==> src/rtl/rom_arb_pkg.sv <==
// Shared definitions for the two-requester ROM arbiter: FSM state encoding
// and default geometry of the shared ROM.
package rom_arb_pkg;

  localparam int DEF_ADDR_W = 4;
  localparam int DEF_DATA_W = 16;

  typedef enum logic [1:0] {
    ST_IDLE  = 2'd0,
    ST_ISSUE = 2'd1,
    ST_RESP  = 2'd2
  } arb_state_e;

endpackage

==> src/rtl/rr_arb2.sv <==
// Two-input round-robin grant logic. Purely combinational: given the
// eligible request vector and the id of the requester served last, pick a
// winner. On a tie the requester that was not served last wins.
module rr_arb2 (
  input  logic [1:0] req,
  input  logic       last_id,
  output logic       grant_any,
  output logic       grant_id
);

  // Select the winner from the eligible requests and the last-served pointer
  always_comb begin
    grant_any = 1'b0;
    grant_id  = 1'b0;
    case (req)
      2'b01: begin
        grant_any = 1'b1;
        grant_id  = 1'b0;
      end
      2'b10: begin
        grant_any = 1'b1;
        grant_id  = 1'b1;
      end
      2'b11: begin
        grant_any = 1'b1;
        grant_id  = ~last_id;
      end
      default: begin
        grant_any = 1'b0;
        grant_id  = 1'b0;
      end
    endcase
  end

endmodule

==> src/rtl/rom_arbiter.sv <==
// Shares one synchronous single-port ROM between two requesters. Each read
// takes three cycles (IDLE -> ISSUE -> RESP); the returned word is held in a
// per-requester data register and flagged with a one-cycle valid pulse.
module rom_arbiter
  import rom_arb_pkg::*;
#(
  parameter int ADDR_W = DEF_ADDR_W,
  parameter int DATA_W = DEF_DATA_W
) (
  input  logic              clk,
  input  logic              rst_n,
  input  logic              req0,
  input  logic              req1,
  input  logic [ADDR_W-1:0] addr0,
  input  logic [ADDR_W-1:0] addr1,
  output logic [DATA_W-1:0] rdata0,
  output logic [DATA_W-1:0] rdata1,
  output logic              valid0,
  output logic              valid1,
  output logic              rom_en,
  output logic [ADDR_W-1:0] rom_addr,
  input  logic [DATA_W-1:0] rom_data,
  output logic              busy
);

  arb_state_e        state_r;
  logic              winner_r;
  logic              last_r;
  logic              rom_en_r;
  logic [ADDR_W-1:0] rom_addr_r;
  logic [DATA_W-1:0] rdata0_r;
  logic [DATA_W-1:0] rdata1_r;
  logic              valid0_r;
  logic              valid1_r;
  logic              busy_r;

  logic [1:0]        elig_s;
  logic              grant_any_s;
  logic              grant_id_s;

  // A requester whose valid pulse is showing has just been served; its
  // still-high req belongs to the finished read and must not re-win.
  assign elig_s = {req1 & ~valid1_r, req0 & ~valid0_r};

  rr_arb2 u_rr_arb2 (
    .req       (elig_s),
    .last_id   (last_r),
    .grant_any (grant_any_s),
    .grant_id  (grant_id_s)
  );

  // Read-sequencing FSM with all outputs and the data registers
  always_ff @(posedge clk or negedge rst_n) begin
    if (!rst_n) begin
      state_r    <= ST_IDLE;
      winner_r   <= 1'b0;
      last_r     <= 1'b1;
      rom_en_r   <= 1'b0;
      rom_addr_r <= {ADDR_W{1'b0}};
      rdata0_r   <= {DATA_W{1'b0}};
      rdata1_r   <= {DATA_W{1'b0}};
      valid0_r   <= 1'b0;
      valid1_r   <= 1'b0;
      busy_r     <= 1'b0;
    end else begin
      valid0_r <= 1'b0;
      valid1_r <= 1'b0;
      case (state_r)
        ST_IDLE: begin
          if (grant_any_s) begin
            state_r    <= ST_ISSUE;
            busy_r     <= 1'b1;
            rom_en_r   <= 1'b1;
            rom_addr_r <= grant_id_s ? addr1 : addr0;
            winner_r   <= grant_id_s;
            last_r     <= grant_id_s;
          end else begin
            state_r  <= ST_IDLE;
            busy_r   <= 1'b0;
            rom_en_r <= 1'b0;
          end
        end
        ST_ISSUE: begin
          // The ROM samples rom_en/rom_addr at this edge
          state_r  <= ST_RESP;
          busy_r   <= 1'b1;
          rom_en_r <= 1'b0;
        end
        ST_RESP: begin
          state_r  <= ST_IDLE;
          busy_r   <= 1'b0;
          rom_en_r <= 1'b0;
          if (winner_r) begin
            rdata1_r <= rom_data;
            valid1_r <= 1'b1;
          end else begin
            rdata0_r <= rom_data;
            valid0_r <= 1'b1;
          end
        end
        default: begin
          state_r  <= ST_IDLE;
          busy_r   <= 1'b0;
          rom_en_r <= 1'b0;
        end
      endcase
    end
  end

  assign rdata0   = rdata0_r;
  assign rdata1   = rdata1_r;
  assign valid0   = valid0_r;
  assign valid1   = valid1_r;
  assign rom_en   = rom_en_r;
  assign rom_addr = rom_addr_r;
  assign busy     = busy_r;

endmodule

==> config.mk <==
export PLATFORM = sky130hd
export DESIGN_NAME = rom_arbiter
export DESIGN_NICKNAME = d
export VERILOG_FILES = /design/src/rtl/rom_arb_pkg.sv /design/src/rtl/rr_arb2.sv /design/src/rtl/rom_arbiter.sv
export SDC_FILE = /design/constraint.sdc
export NUM_CORES = 1
export LEC_CHECK = 0
export CAP_MARGIN = 40
export CELL_PAD_IN_SITES_DETAIL_PLACEMENT = 1
export CELL_PAD_IN_SITES_GLOBAL_PLACEMENT = 2
export CORE_UTILIZATION = 24
export DETAILED_ROUTE_END_ITERATION = 7
export PLACE_DENSITY = 0.83
export SLEW_MARGIN = 40
export SYNTH_ARGS = -nofsm -noshare
export SYNTH_HDL_FRONTEND = slang
export SYNTH_SLANG_ARGS = --single-unit
==> constraint.sdc <==
create_clock -name clk -period 1.5 [get_ports clk]
set_clock_uncertainty 0.2 [all_clocks]
set_input_delay 0.225 -clock clk [delete_from_list [all_inputs] [get_ports clk]]
set_output_delay 0.225 -clock clk [all_outputs]
set_load 0.1 [all_outputs]
==> flow_summary.ini, run 1 <==
[placed_design]
dp_cells = 319
dp_hpwl_mm = 3.39
pre_cts_ws_ns = -0.408
io_buffers = 67
gp_congestion = 0.662

[setup_path]
critPathLaunchType = register
r2r_setup_slack_ns = -0.12
r2r_end = last_r
crit_path_max_fanout = 4
crit_path_cell_trace = nand2b_4 > a211oi_4 > mux2_2
timing.rr.start = valid1
critPathRequiredTime_ns = 1.53
arrival_ns = 1.65
critPathKind = register to register
reg2reg_depth = 3
cp_slowest_stage_delay_ns = 0.48
path_buf_inv = 0
crit_family = flip-flops
slowest_stage = dfrtp_4
endpoint_kind = register

[timing]
timing.final.ws_setup_ns = -0.122
fin_crit_sh_pct = 108
layout_min_cycle_time_ns = 1.62
hold_viol = 0
rsz0062_at_grt = true
setup_viol = 23
holdWs_ns = 0.222
fmax_mhz = 616
relSlewSlack_pct = 78.7
drv_slew = 0
tightest_slew_ns = 0.319

[drt]
wirelength_mm = 4.66
vias = 1368
drt_iter0_drc = 23
vias_per_cell = 4.17
drc = 0
wl_per_cell_um = 14.2
ant_nets = 0
dr.pass1.iters = 3

[grt]
grt_pass1_vias = 1537
grt_pass1_wl_mm = 7.84
antenna_found_initial = 0
grt_max_degree = 45
grt_overflow = 0
grt_usage_pct = 13.7

[worst_hold_path]
hold_path.class = primary input to async pin

[yosys]
synthesis.nets = 171
synth_area_um2 = 1720
ys_ff_latch = 44
synth_cell_types = 21
yosysSeqAreaShare_pct = 64.0
synth_cells = 143
yosysWarnings = 0
syn_avg_cell_area_um2 = 12.0

[clock_network]
clockRootBuffer = clkbuf_8
cts_tree = yes
clock_sinks = 44
cts-htree-levels = 2
clkSlewWorstSetupHoldPaths_ns = 0.08
cts_buffers = 5
cts_buffer_depth = 2
clock_latency_ns = 0.29

[final_layout]
regArea_um2 = 1110
post-route-util_pct = 47.4
nets = 260
finalNonFillerCells = 328
final_layout_size_suffix_gt1_share_pct = 42.7
final_cell_mix = 56 x nand2_1, 43 x buf_12, 40 x dfrtp_1
diodes = 0
multi_input_area_um2 = 658
layout_commonest_cell = nand2_1
area_delta_synth_final_pct = 89.2
nFillCells = 698

[floorplanning]
fp.dieW_um = 86.7
die_h_um = 86.7
pin_count = 68
core_um2 = 6870
die_area_um2 = 7520
start_util_pct = 25.1
rows = 30

[outcome]
status = complete, but fails checks
violations = setup timing

[flow_run]
maxCapViolations = 0
==> sequential cells by signal, summed over array words and instances, names as in the netlist <==
signal / flops
rom_addr: 4
state_r: 2
rdata0: 16
last_r: 1
valid1: 1
rom_en: 1
busy: 1
winner_r: 1
valid0: 1
rdata1: 16
==> repair_timing <==
| item | in CTS | in global routing |
|---|---|---|
| pin swaps | 0 | 1 |
| buffers inserted | 0 | 1 |
| hold buffers | 1 | 0 |
| setup endpoints to repair | 24 | 40 |
| hold endpoints to repair | 44 | 0 |
| gates resized for setup | 5 | 9 |
==> how the worst max path moves through the flow <==
| stage | startpoint | endpoint | cells after the start |
|---|---|---|---|
| 2_1_floorplan | valid0 | winner_r | 4 |
| 3_3_place_gp | req0 | last_r | 4 |
| 3_5_place_dp | req0 | rom_addr[2] | 6 |
| 4_1_cts | valid0 | rom_addr[2] | 5 |
| 5_1_grt | valid1 | rom_addr[2] | 5 |
| 6_report | valid1 | last_r | 3 |
==> layer usage <==
layer	routed length (um)	GRT usage (%)	part of all wire, %	up-vias
met2	2490	24.7	53	40
li1	-	-	-	638
met4	53	4.55	1.1	0
met3	185	2.76	4.0	6
met5	0	0	0	-
met1	1930	16.4	41	684
==> worst reg2reg max path, delay by kind of cell (launching register included) <==
kind            cells  cell delay (ns)
mux                 1             0.37
simple gates        1             0.16
compound gates      1             0.35
flops               1             0.48
==> cell type report <==
class,count,share of cell area [%]
tap,96,3.69
timing repair buffer,86,38.8
multi-input combinational,93,20.2
clock buffer,7,2.96
sequential,44,34.1
inverter,2,0.231
==> synth_stat cells <==
cell,n,area share [%]
buf_12,1,1.2
clkbuf_1,1,0.22
mux2_4,9,7.8
nand2_1,56,12
a211oi_2,1,0.73
inv_1,1,0.22
a31oi_1,5,1.8
nand3b_2,1,0.65
clkinv_1,1,0.22
buf_2,2,0.58
nand2b_1,2,0.73
a21o_1,1,0.44
dfstp_2,1,1.5
mux2_1,1,0.65
mux2_2,8,5.2
a211oi_1,1,0.44
dfrtp_1,43,62
nor3b_4,1,1.1
a21oi_1,1,0.29
nor2_1,5,1.1
nor2b_1,1,0.36
==> cell families (layout without fill, tap and decap cells) <==
logic type | count (synthesis) | in the layout | share of synthesized area, %
compound gates | 9 | 9 | 3.71
buf+inv | 6 | 95 | 2.40
flops | 44 | 44 | 64.0
mux | 18 | 18 | 13.7
simple gates | 66 | 66 | 16.1
==> through the flow <==
step | instance area, um^2 | setup TNS (ns)
6_report | 3260 | -1.47
5_1_grt | 3260 | -2.59
4_1_cts | 3220 | -1.11
3_5_place_dp | 3090 | -2.73
3_3_place_gp | 3090 | -2.30
2_1_floorplan | 1780 | -4.09
Power of run 1 is not shown: default switching activity piles up to over one toggle a cycle in this logic, so the estimate is an artifact.
==> run 2: changes to the inputs <==
ABC_CLOCK_PERIOD_IN_PS = 1500   (was not set)
CAP_MARGIN = 20   (was 40)
REMOVE_ABC_BUFFERS = 1   (was not set)
==> run 2 against run 1 <==
- the flow still finishes with violations (setup timing)
- non-clock buffer count is 1 higher
- die area stayed put
- worst hold slack better by 0.018 ns
- via count is 0.80% lower
- sequential share of layout area is 0.15 points higher
- fmax is 6.0% higher
==> flow_summary.ini, run 2 (synthesis gave the netlist of run 1 again) <==
[outcome]
status = complete, but fails checks
violations = setup timing

[grt]
grt_usage_pct = 13.6
antenna_found_initial = 0
grt_pass1_vias = 1525
grt_max_degree = 45
grt_pass1_wl_mm = 7.74
grt_overflow = 0

[floorplanning]
pin_count = 68
rows = 30
die_h_um = 86.7
core_um2 = 6870
start_util_pct = 25.1
die_area_um2 = 7520
fp.dieW_um = 86.7

[timing]
drv_slew = 0
layout_min_cycle_time_ns = 1.53
fin_crit_sh_pct = 102
timing.final.ws_setup_ns = -0.0300
hold_viol = 0
tightest_slew_ns = 0.303
setup_viol = 14
rsz0062_at_grt = true
relSlewSlack_pct = 79.7
tns_ns = -0.275
fmax_mhz = 654

[final_layout]
nFillCells = 717
regArea_um2 = 1100
nets = 261
diodes = 0
final_layout_size_suffix_gt1_share_pct = 39.7
post-route-util_pct = 46.8
area_delta_synth_final_pct = 86.8
final_cell_mix = 56 x nand2_1, 43 x dfrtp_1, 41 x buf_12
layout_commonest_cell = nand2_1
stdcell_area_um2 = 3220
multi_input_area_um2 = 646

[placed_design]
dpl_cell_area_um2 = 3010
gp_congestion = 0.686
io_buffers = 67
dp_hpwl_mm = 3.43

[clock_network]
cts_buffer_depth = 2
clockRootBuffer = clkbuf_8
clock_sinks = 44
cts-htree-levels = 2
clock_latency_ns = 0.29
cts_buffers = 5
cts_tree = yes
clkSlewWorstSetupHoldPaths_ns = 0.08

[setup_path]
crit_path_cell_trace = nor3b_4 > buf_6 > mux2_4
r2r_end = rdata0[6]
critPathKind = register to register
critPathLaunchType = register
crit_path_max_fanout = 9
cp_slowest_stage_delay_ns = 0.42
timing.rr.start = state_r[0]
slowest_stage = dfrtp_1
endpoint_kind = register
critPathRequiredTime_ns = 1.47
reg2reg_depth = 3
arrival_ns = 1.50
r2r_setup_slack_ns = -0.03

[drt]
met2_wirelength_mm = 2.44
wl_met3_um = 251
top_layer_used = met4
vias_per_cell = 4.11
ant_nets = 0
drc = 0
drt_iter0_drc = 30
wl_per_cell_um = 14.1
vias = 1357
wl_met1_mm = 1.91
dr.pass1.iters = 4
wirelength_mm = 4.64

[flow_run]
maxCapViolations = 0

[worst_hold_path]
hold_path.class = primary input to async pin
==> run 2: cell count changes in the layout (fill, tap and decap cells not counted) <==
cell and change:
buf_2 +1, dfrtp_2 -1, nor2b_1 +1, nor2_1 +2, clkbuf_8 -1, buf_12 -2
clkbuf_1 +2, dfrtp_4 -2, nor2_4 -1, nor2_2 -1, dfrtp_1 +3, buf_6 +2
nor2b_2 -1
==> run 2: worst max path at each step <==
stage | slack (ns) | end | startpoint | cells past startpoint
2_1_floorplan | -0.78 | winner_r | valid1 | 3
3_3_place_gp | -0.27 | rom_addr[3] | req1 | 6
3_5_place_dp | -0.36 | rom_addr[1] | req1 | 6
4_1_cts | -0.05 | rom_addr[1] | valid0 | 5
5_1_grt | -0.12 | rom_addr[0] | valid0 | 5
6_report | -0.03 | rdata0[6] | state_r[0] | 3
==> run 2: critical path: cells and delay by family (launching register included) <==
family        cells  cell delay (ns)
flops             1             0.42
mux               1             0.32
buf+inv           1             0.21
simple gates      1             0.26
==> run 2: cell type report <==
class | count | share of cell area, %
tap | 96 | 3.73
multi-input combinational | 93 | 20.1
sequential | 44 | 34.3
inverter | 2 | 0.233
clock buffer | 8 | 2.80
timing repair buffer | 87 | 38.9
==> run 2: through the flow <==
step	hold WS (ns)	setup slack, ns	cells
after floorplan	-0.271	-0.779	139
after global placement	0.0248	-0.272	318
after detailed placement	0.0272	-0.363	318
after CTS	0.241	-0.0457	328
after global routing	0.278	-0.116	330
final	0.240	-0.0300	330
==> run 2: metal layers <==
metal  vias to the layer above  GRT usage (%)
met5                         -              0
met4                         0           3.64
met3                         4           4.29
met2                        40           23.9
met1                       674           16.0
li1                        639              -
==> run 2: what timing repair did <==
item                       CTS  global route
gates cloned                 1             0
setup buffers                0             2
gates resized for setup     11            11
pin swaps                    1             1
hold buffers                 1             0
hold endpoints to repair    44             0
setup endpoints to repair   20            37
Power of run 2 is left out for the same reason.
==> run 3: changes to the inputs <==
==> constraint.sdc (replaced) <==
create_clock -name clk -period 1.5 [get_ports clk]
set_clock_uncertainty 0.2 [all_clocks]
set_input_delay 0.15 -clock clk [delete_from_list [all_inputs] [get_ports clk]]
set_output_delay 0.15 -clock clk [all_outputs]
set_load 0.02 [all_outputs]
==> run 3 against run 2 <==
- the run still ends with setup timing left
- register-to-register slack hardly changed
- worst setup slack better by 0.00065 ns
- routed wire length is 4.2% lower
- global-route usage is 0.93 points lower
- cell count is 1.2% higher
- non-clock buffer count is 4 higher
- clock-buffer cell count stayed put
- first-iteration DRC count is 10% higher
- sequential share of layout area is 5.3 points higher
- cell area is 13% lower
- critical endpoint is now winner_r
==> flow_summary.ini, run 3 (synthesis gave the netlist of run 1 again) <==
[power_and_ir_drop]
p_sw_w = 0.00225
leakage_nw = 1.38
power_density_nw_per_um2 = 2110
combPwrFrac_pct = 51.3
swShare_pct = 38.3
intPower_w = 0.00363
ir_drop_uv = 761
p_seq_share_pct = 35.7
power_frac_clock_pct = 13.0

[setup_path]
critPathRequiredTime_ns = 1.47
crit_path_max_fanout = 4
cp_slowest_stage_delay_ns = 0.39
crit_path_cell_trace = nand2b_4 > a211oi_4 > mux2_4
critPathLaunchType = register
critPathKind = register to register
endpoint_kind = register
path_buf_inv = 0
arrival_ns = 1.50
slowest_stage = dfrtp_1
crit_family = flip-flops

[flow_run]
maxCapViolations = 0

[timing]
setup_viol = 11
tns_ns = -0.0877
rsz0062_at_grt = true
fin_crit_sh_pct = 102
layout_min_cycle_time_ns = 1.53
tightest_slew_ns = 0.306
relSlewSlack_pct = 79.5
drv_slew = 0
fmax_mhz = 654
timing.final.ws_setup_ns = -0.0294
hold_viol = 0

[grt]
grt_max_degree = 23
grt_usage_pct = 12.6
grt_pass1_wl_mm = 7.45
grt_overflow = 0
grt_pass1_vias = 1507
antenna_found_initial = 0

[final_layout]
layout_commonest_cell = nand2_1
final_layout_size_suffix_gt1_share_pct = 25.2
diodes = 0
stdcell_area_um2 = 2790
area_delta_synth_final_pct = 61.8
final_cell_mix = 56 x nand2_1, 43 x dfrtp_1, 38 x dlygate4sd2_1
nets = 265
finalNonFillerCells = 334

[clock_network]
clock_latency_ns = 0.28
cts_tree = yes
clkSlewWorstSetupHoldPaths_ns = 0.08
clockRootBuffer = clkbuf_8
cts_buffers = 5
clock_sinks = 44
cts_buffer_depth = 2
cts-htree-levels = 2

[placed_design]
pre_cts_ws_ns = -0.211
gp_congestion = 0.695
dp_cells = 319
io_buffers = 67
dp_hpwl_mm = 3.14
dpl_cell_area_um2 = 2600

[floorplanning]
fp.dieW_um = 86.7
start_util_pct = 25.1
core_um2 = 6870
rows = 30
die_area_um2 = 7520
pin_count = 68
die_h_um = 86.7

[outcome]
violations = setup timing
status = complete, but fails checks

[drt]
vias_per_cell = 3.99
drt_iter0_drc = 33
drc = 0
dr.pass1.iters = 2
vias = 1331
wl_per_cell_um = 13.3
wirelength_mm = 4.44
ant_nets = 0

[worst_hold_path]
hold_path.class = primary input to async pin
[run 3: cell count changes in the layout (fill, tap and decap cells not counted)]
cell,change
a21oi_1,+1
buf_6,-2
a211oi_2,+1
buf_4,+6
dlygate4sd2_1,+38
buf_2,+1
a21oi_2,-1
nor2_1,-3
a211oi_1,-1
buf_12,-41
nor2_2,+3
clkdlybuf4s15_1,+2
[run 3: cell type report]
type,count,area [um^2]
clock buffers,8,90.1
inverters,2,7.51
repair buffers,91,811
flip-flops and latches,44,1100
multi-input cells,93,654
fillers,774,4080
well taps,96,120
[run 3: layer usage]
layer,track usage (%),wire (um),vias up
met4,2.27,0,0
met2,21.9,2240,42
met1,15.8,1970,641
met3,3.71,236,0
met5,0,0,-
li1,-,-,648
[run 3: final timing paths]
check	startpoint	endpoint	slack (ns)	depth (start not counted)
worst max-delay path	valid0	winner_r	-0.03	3
worst min-delay path	rst_n	valid1	0.18	3
worst max register to register	valid0	winner_r	-0.03	3
worst min register to register	rdata1[4]	rdata1[4]	0.28	2
max in group asynchronous	rst_n	last_r	0.64	3
min in group clk	rom_data[14]	rdata1[14]	0.20	3
[run 3: worst reg2reg max path, stage by stage (launching register included)]
cell and delay (ns):
dfrtp_1 0.39, nand2b_4 0.16, a211oi_4 0.34, mux2_4 0.33
[run 3: power by group through the flow]
stage | registers [W] | logic, W | clock network, W
2_1_floorplan | 0.00277 | 0.000883 | 0
3_3_place_gp | 0.00212 | 0.00307 | 0
3_5_place_dp | 0.00214 | 0.00312 | 0
4_1_cts | 0.00210 | 0.00292 | 0.000807
5_1_grt | 0.00218 | 0.00328 | 0.000847
6_report | 0.00210 | 0.00302 | 0.000763
[run 3: timing repair]
action	4_1_cts	5_1_grt
gates resized for setup	50	15
pin swaps	1	0
setup endpoints to repair	60	35
hold buffers	1	0
endpoints found under the hold margin	44	0
gates cloned	1	1
setup buffers	3	1
[run 3: stage by stage]
step | total power [W] | utilization (%) | hold slack [ns]
floorplan | 0.00366 | - | -0.346
global placement | 0.00519 | 37.9 | -0.0387
detailed placement | 0.00526 | 37.9 | -0.0246
CTS | 0.00583 | 39.7 | 0.186
global route | 0.00631 | 40.5 | 0.225
finish | 0.00588 | 40.5 | 0.179
(Power assumes the default switching activity.)
==> RTL change 1: new RTL, config.mk and constraints of run 1 <==
Put one more register stage on the output `rdata1`, without a reset. The value now appears one clock later. The other outputs are not delayed to match.
--- a/src/rtl/rom_arbiter.sv
+++ b/src/rtl/rom_arbiter.sv
@@ -110,3 +110,5 @@
   assign rdata0   = rdata0_r;
-  assign rdata1   = rdata1_r;
+  always_ff @(posedge clk) begin
+    rdata1 <= rdata1_r;
+  end
   assign valid0   = valid0_r;
Formal check against the unedited RTL: not equivalent (a bounded check fails within 4 cycles, from zero or initial values and one cycle with rst_n low).
==> RTL change 1 against run 1 <==
- the flow still finishes with violations (setup timing)
- setup slack worse by 0.034 ns
- non-clock buffer count up 1
- core utilization down 1.9 points
- global-route usage down 0.91 points
- routed wire length up 11%
- first-iteration DRC count up 120%
- cell area up 15%
- sequential cell count up 16
- area after synthesis up 19%
Power is left out: the tool's default activity adds up to more than one toggle a clock period on the data nets, which glitch-free logic cannot reach.
==> RTL change 1: results <==
global_route:
  grtUsageMet2_pct: 19.87
  grt_pass1_wl_mm: 8.231
  grt_pass1_vias: 1601
  track_usage_pct: 12.83
status:
  violations: "setup timing"
  status: "complete, but fails checks"
logic_synthesis:
  ys_seq_area_share_pct: 69.67
  synth_compound_area_share_pct: 3.125
  synth_area_leaders: "dfrtp_1 (53%), dfxtp_1 (16%), nand2_1 (10%)"
  muxShareOfSynthArea_pct: 11.58
  async_flop_share_pct: 73.33
  synthDistinctLibCells: 22
sta:
  timing.hold.ws_ns: 0.1667
  worst_slack_ns: -0.1560
  setup_viol: 24
  slew_headroom_pct: 79.61
placement:
  dpl_cell_area_mm2: 0.003401
  hpwl_mm: 3.404
  dp_worst_setup_slack_ns: -0.3624
  gp_congestion: 0.6776
routing:
  first_pass_iters: 4
  drtIter0Drc: 51
  met1_length_mm: 2.254
layout:
  signal_buffers: 87
  design.seq.count: 60
  n_fill_cell: 813
  nonClkBufAreaFrac_pct: 34.48
  seq_share_pct: 38.23
  layout-drive-gt1-share_pct: 41.47
  postLayoutCoreUtil_pct: 45.53
  nClkBuffers: 12
min_path:
  worst_hold_path_type: "register to register"
clocking:
  clk_latency_ns: 0.33
  ctsHtreeMaxLevel: 3
  cts_buffers: 9
setup_path:
  reg2reg_to: "winner_r$_DFFE_PN0P_"
RTL change 1: cell types whose count changed after synthesis:
cell and delta:
dfxtp_1 +16
RTL change 1: how the worst max path moves through the flow:
| stage | endpoint |
|---|---|
| floorplan | winner_r$_DFFE_PN0P_ |
| global placement | rom_addr[2]$_DFFE_PN0P_ |
| detailed placement | rom_addr[3]$_DFFE_PN0P_ |
| CTS | rom_addr[3]$_DFFE_PN0P_ |
| global route | rom_addr[0]$_DFFE_PN0P_ |
| finish | winner_r$_DFFE_PN0P_ |
RTL change 1: repair_timing:
item                                   CTS  global route
pin swaps                                0             2
endpoints found under the hold margin   44             0
hold buffers                             1             0
setup endpoints to repair               24            40
resized for setup                        4            11
buffers inserted                         0             3
cloned                                   0             2
RTL change 1: stage by stage:
stage	instances	setup TNS, ns
floorplan	159	-4.087
global placement	341	-2.088
detailed placement	341	-2.439
CTS	358	-1.123
global route	363	-2.301
finish	363	-1.340
==> RTL change 2: new RTL, config.mk and constraints of run 1 <==
Made on the original files. The package constant `DEF_ADDR_W` goes from 4 to 3.
--- a/src/rtl/rom_arb_pkg.sv
+++ b/src/rtl/rom_arb_pkg.sv
@@ -4,3 +4,3 @@
 
-  localparam int DEF_ADDR_W = 4;
+  localparam int DEF_ADDR_W = 3;
   localparam int DEF_DATA_W = 16;
Interface: changed (resized addr0, addr1 and rom_addr); port bits go from 68 to 65. No check against the original RTL was run, so the function may have changed too.
==> RTL change 2 against run 1 <==
- routed wire length fell by 4.4%
- the run still ends with setup timing left
- largest cell class unchanged
- sequential cell count down 1
- area after synthesis decreased by 2.3%
- cell area is 1.8% lower
- fmax rose by 2.9%
- die area fell by 2.3%
- setup slack better by 0.045 ns
Power is left out: the tool's default activity adds up to more than one toggle a clock period on the data nets, which glitch-free logic cannot reach.
==> RTL change 2: results <==
clocking:
  cts-root-buf: "clkbuf_8"
  cts_buffer_depth: 2
  cts_buffers: 5
  clk_latency_ns: 0.29
  ctsHtreeMaxLevel: 2
  clk_pin_slew_ns: 0.09
placement:
  hpwl_mm: 3.143
  gp_congestion: 0.7179
  io_buffers: 64
  dpl_cell_area_mm2: 0.002977
logic_synthesis:
  ys.warnings.count: 0
  synth_ff_type: "dfrtp_1"
  synthDistinctLibCells: 20
  synthTopCellsByCount: "nand2_1 (54), dfrtp_1 (42), mux2_2 (9), mux2_4 (9)"
  ys_seq_area_share_pct: 64.06
  synth_area_leaders: "dfrtp_1 (63%), nand2_1 (12%), mux2_4 (8.0%)"
  synth_nets: 163
  async_flop_share_pct: 100.0
routing:
  drc_errors: 0
  drt-total-wl_mm: 4.459
  drtIter0Drc: 24
  first_pass_iters: 4
  viasPerCell: 3.991
sta:
  worst_slack_ns: -0.07730
  tightest_slew_ns: 0.2681
  hold_viol_final: 0
  setup_viol: 19
setup_path:
  crit_fanout: 4
  critPathArrivalTime_ns: 1.56
min_path:
  worst_hold_path_type: "input pin to asynchronous set/reset pin"
status:
  violations: "setup timing"
  status: "complete, but fails checks"
global_route:
  grt_pass1_vias: 1478
  grt_start_max_net_pins: 44
  grt_pass1_wl_mm: 7.438
  antenna_found_initial: 0
  track_usage_pct: 13.19
layout:
  ff_latch_area_mm2: 0.001086
  layout-drive-gt1-share_pct: 43.11
  nets: 250
  n_fill_cell: 691
  n_antenna_cell: 0
## RTL change 2: cell count changes after synthesis, sizes merged
cell / before / now
nand2: 56 / 54
dfrtp: 43 / 42
a31oi: 5 / 4
buf: 3 / 2
nor2: 5 / 4
## RTL change 2: kinds of logic (layout without fill, tap and decap cells)
logic type | Yosys count | in the layout | share of synthesized area, %
simple gates | 63 | 63 | 15.85
flops | 43 | 43 | 64.06
mux | 18 | 18 | 14.06
compound gates | 8 | 8 | 3.869
buf+inv | 5 | 93 | 2.157
## RTL change 2: metal layers
| layer | track usage, % | part of all wire, % |
|---|---|---|
| met4 | 3.636 | 1.5 |
| met1 | 16.36 | 42 |
| met5 | 0 | 0 |
| met3 | 3.465 | 4.7 |
| met2 | 22.69 | 52 |
## RTL change 2: worst max-delay path, cell delays in order, from the launching register on
cell and delay [ns]:
dfrtp_4 0.49, nand2b_4 0.18, a211oi_4 0.28, mux2_4 0.32
## RTL change 2: path summary, 6_finish.rpt
kind | end | startpoint | depth (start not counted)
setup / recovery | winner_r$_DFFE_PN0P_ | valid1$_DFF_PN0_ | 3
hold / removal | rom_addr[2]$_DFFE_PN0P_ | rst_n | 3
setup reg to reg | winner_r$_DFFE_PN0P_ | valid1$_DFF_PN0_ | 3
hold reg to reg | rdata1[6]$_DFFE_PN0P_ | rdata1[6]$_DFFE_PN0P_ | 2
max in group asynchronous | last_r$_DFFE_PN1P_ | rst_n | 3
min in group clk | rdata1[9]$_DFFE_PN0P_ | rom_data[9] | 3
## RTL change 2: repair_timing
action	4_1_cts	5_1_grt
buffers inserted	0	2
hold endpoints to repair	43	0
setup endpoints to repair	23	39
pin swaps	0	2
resized for setup	12	8
gates cloned	0	1
hold buffers	1	0
## RTL change 2: layout make-up
class,count,share of cell area [%]
Clock buffer,6,2.581
Clock inverter,2,1.095
Inverter,2,0.2346
Multi-Input combinational cell,89,20.02
Sequential cell,43,33.95
Tap cell,96,3.754
Timing Repair Buffer,83,38.37
## RTL change 2: per-stage QoR
stage               setup WS, ns  setup TNS (ns)  hold WS (ns)  instances
floorplan                -0.3376          -2.489       -0.2706        137
global placement         -0.2588          -1.635       0.02184        309
detailed placement       -0.2890          -1.753       0.02889        309
CTS                     -0.08315         -0.6124        0.2463        318
global route             -0.1786          -2.068        0.2566        321
finish                  -0.07730         -0.8490        0.2411        321
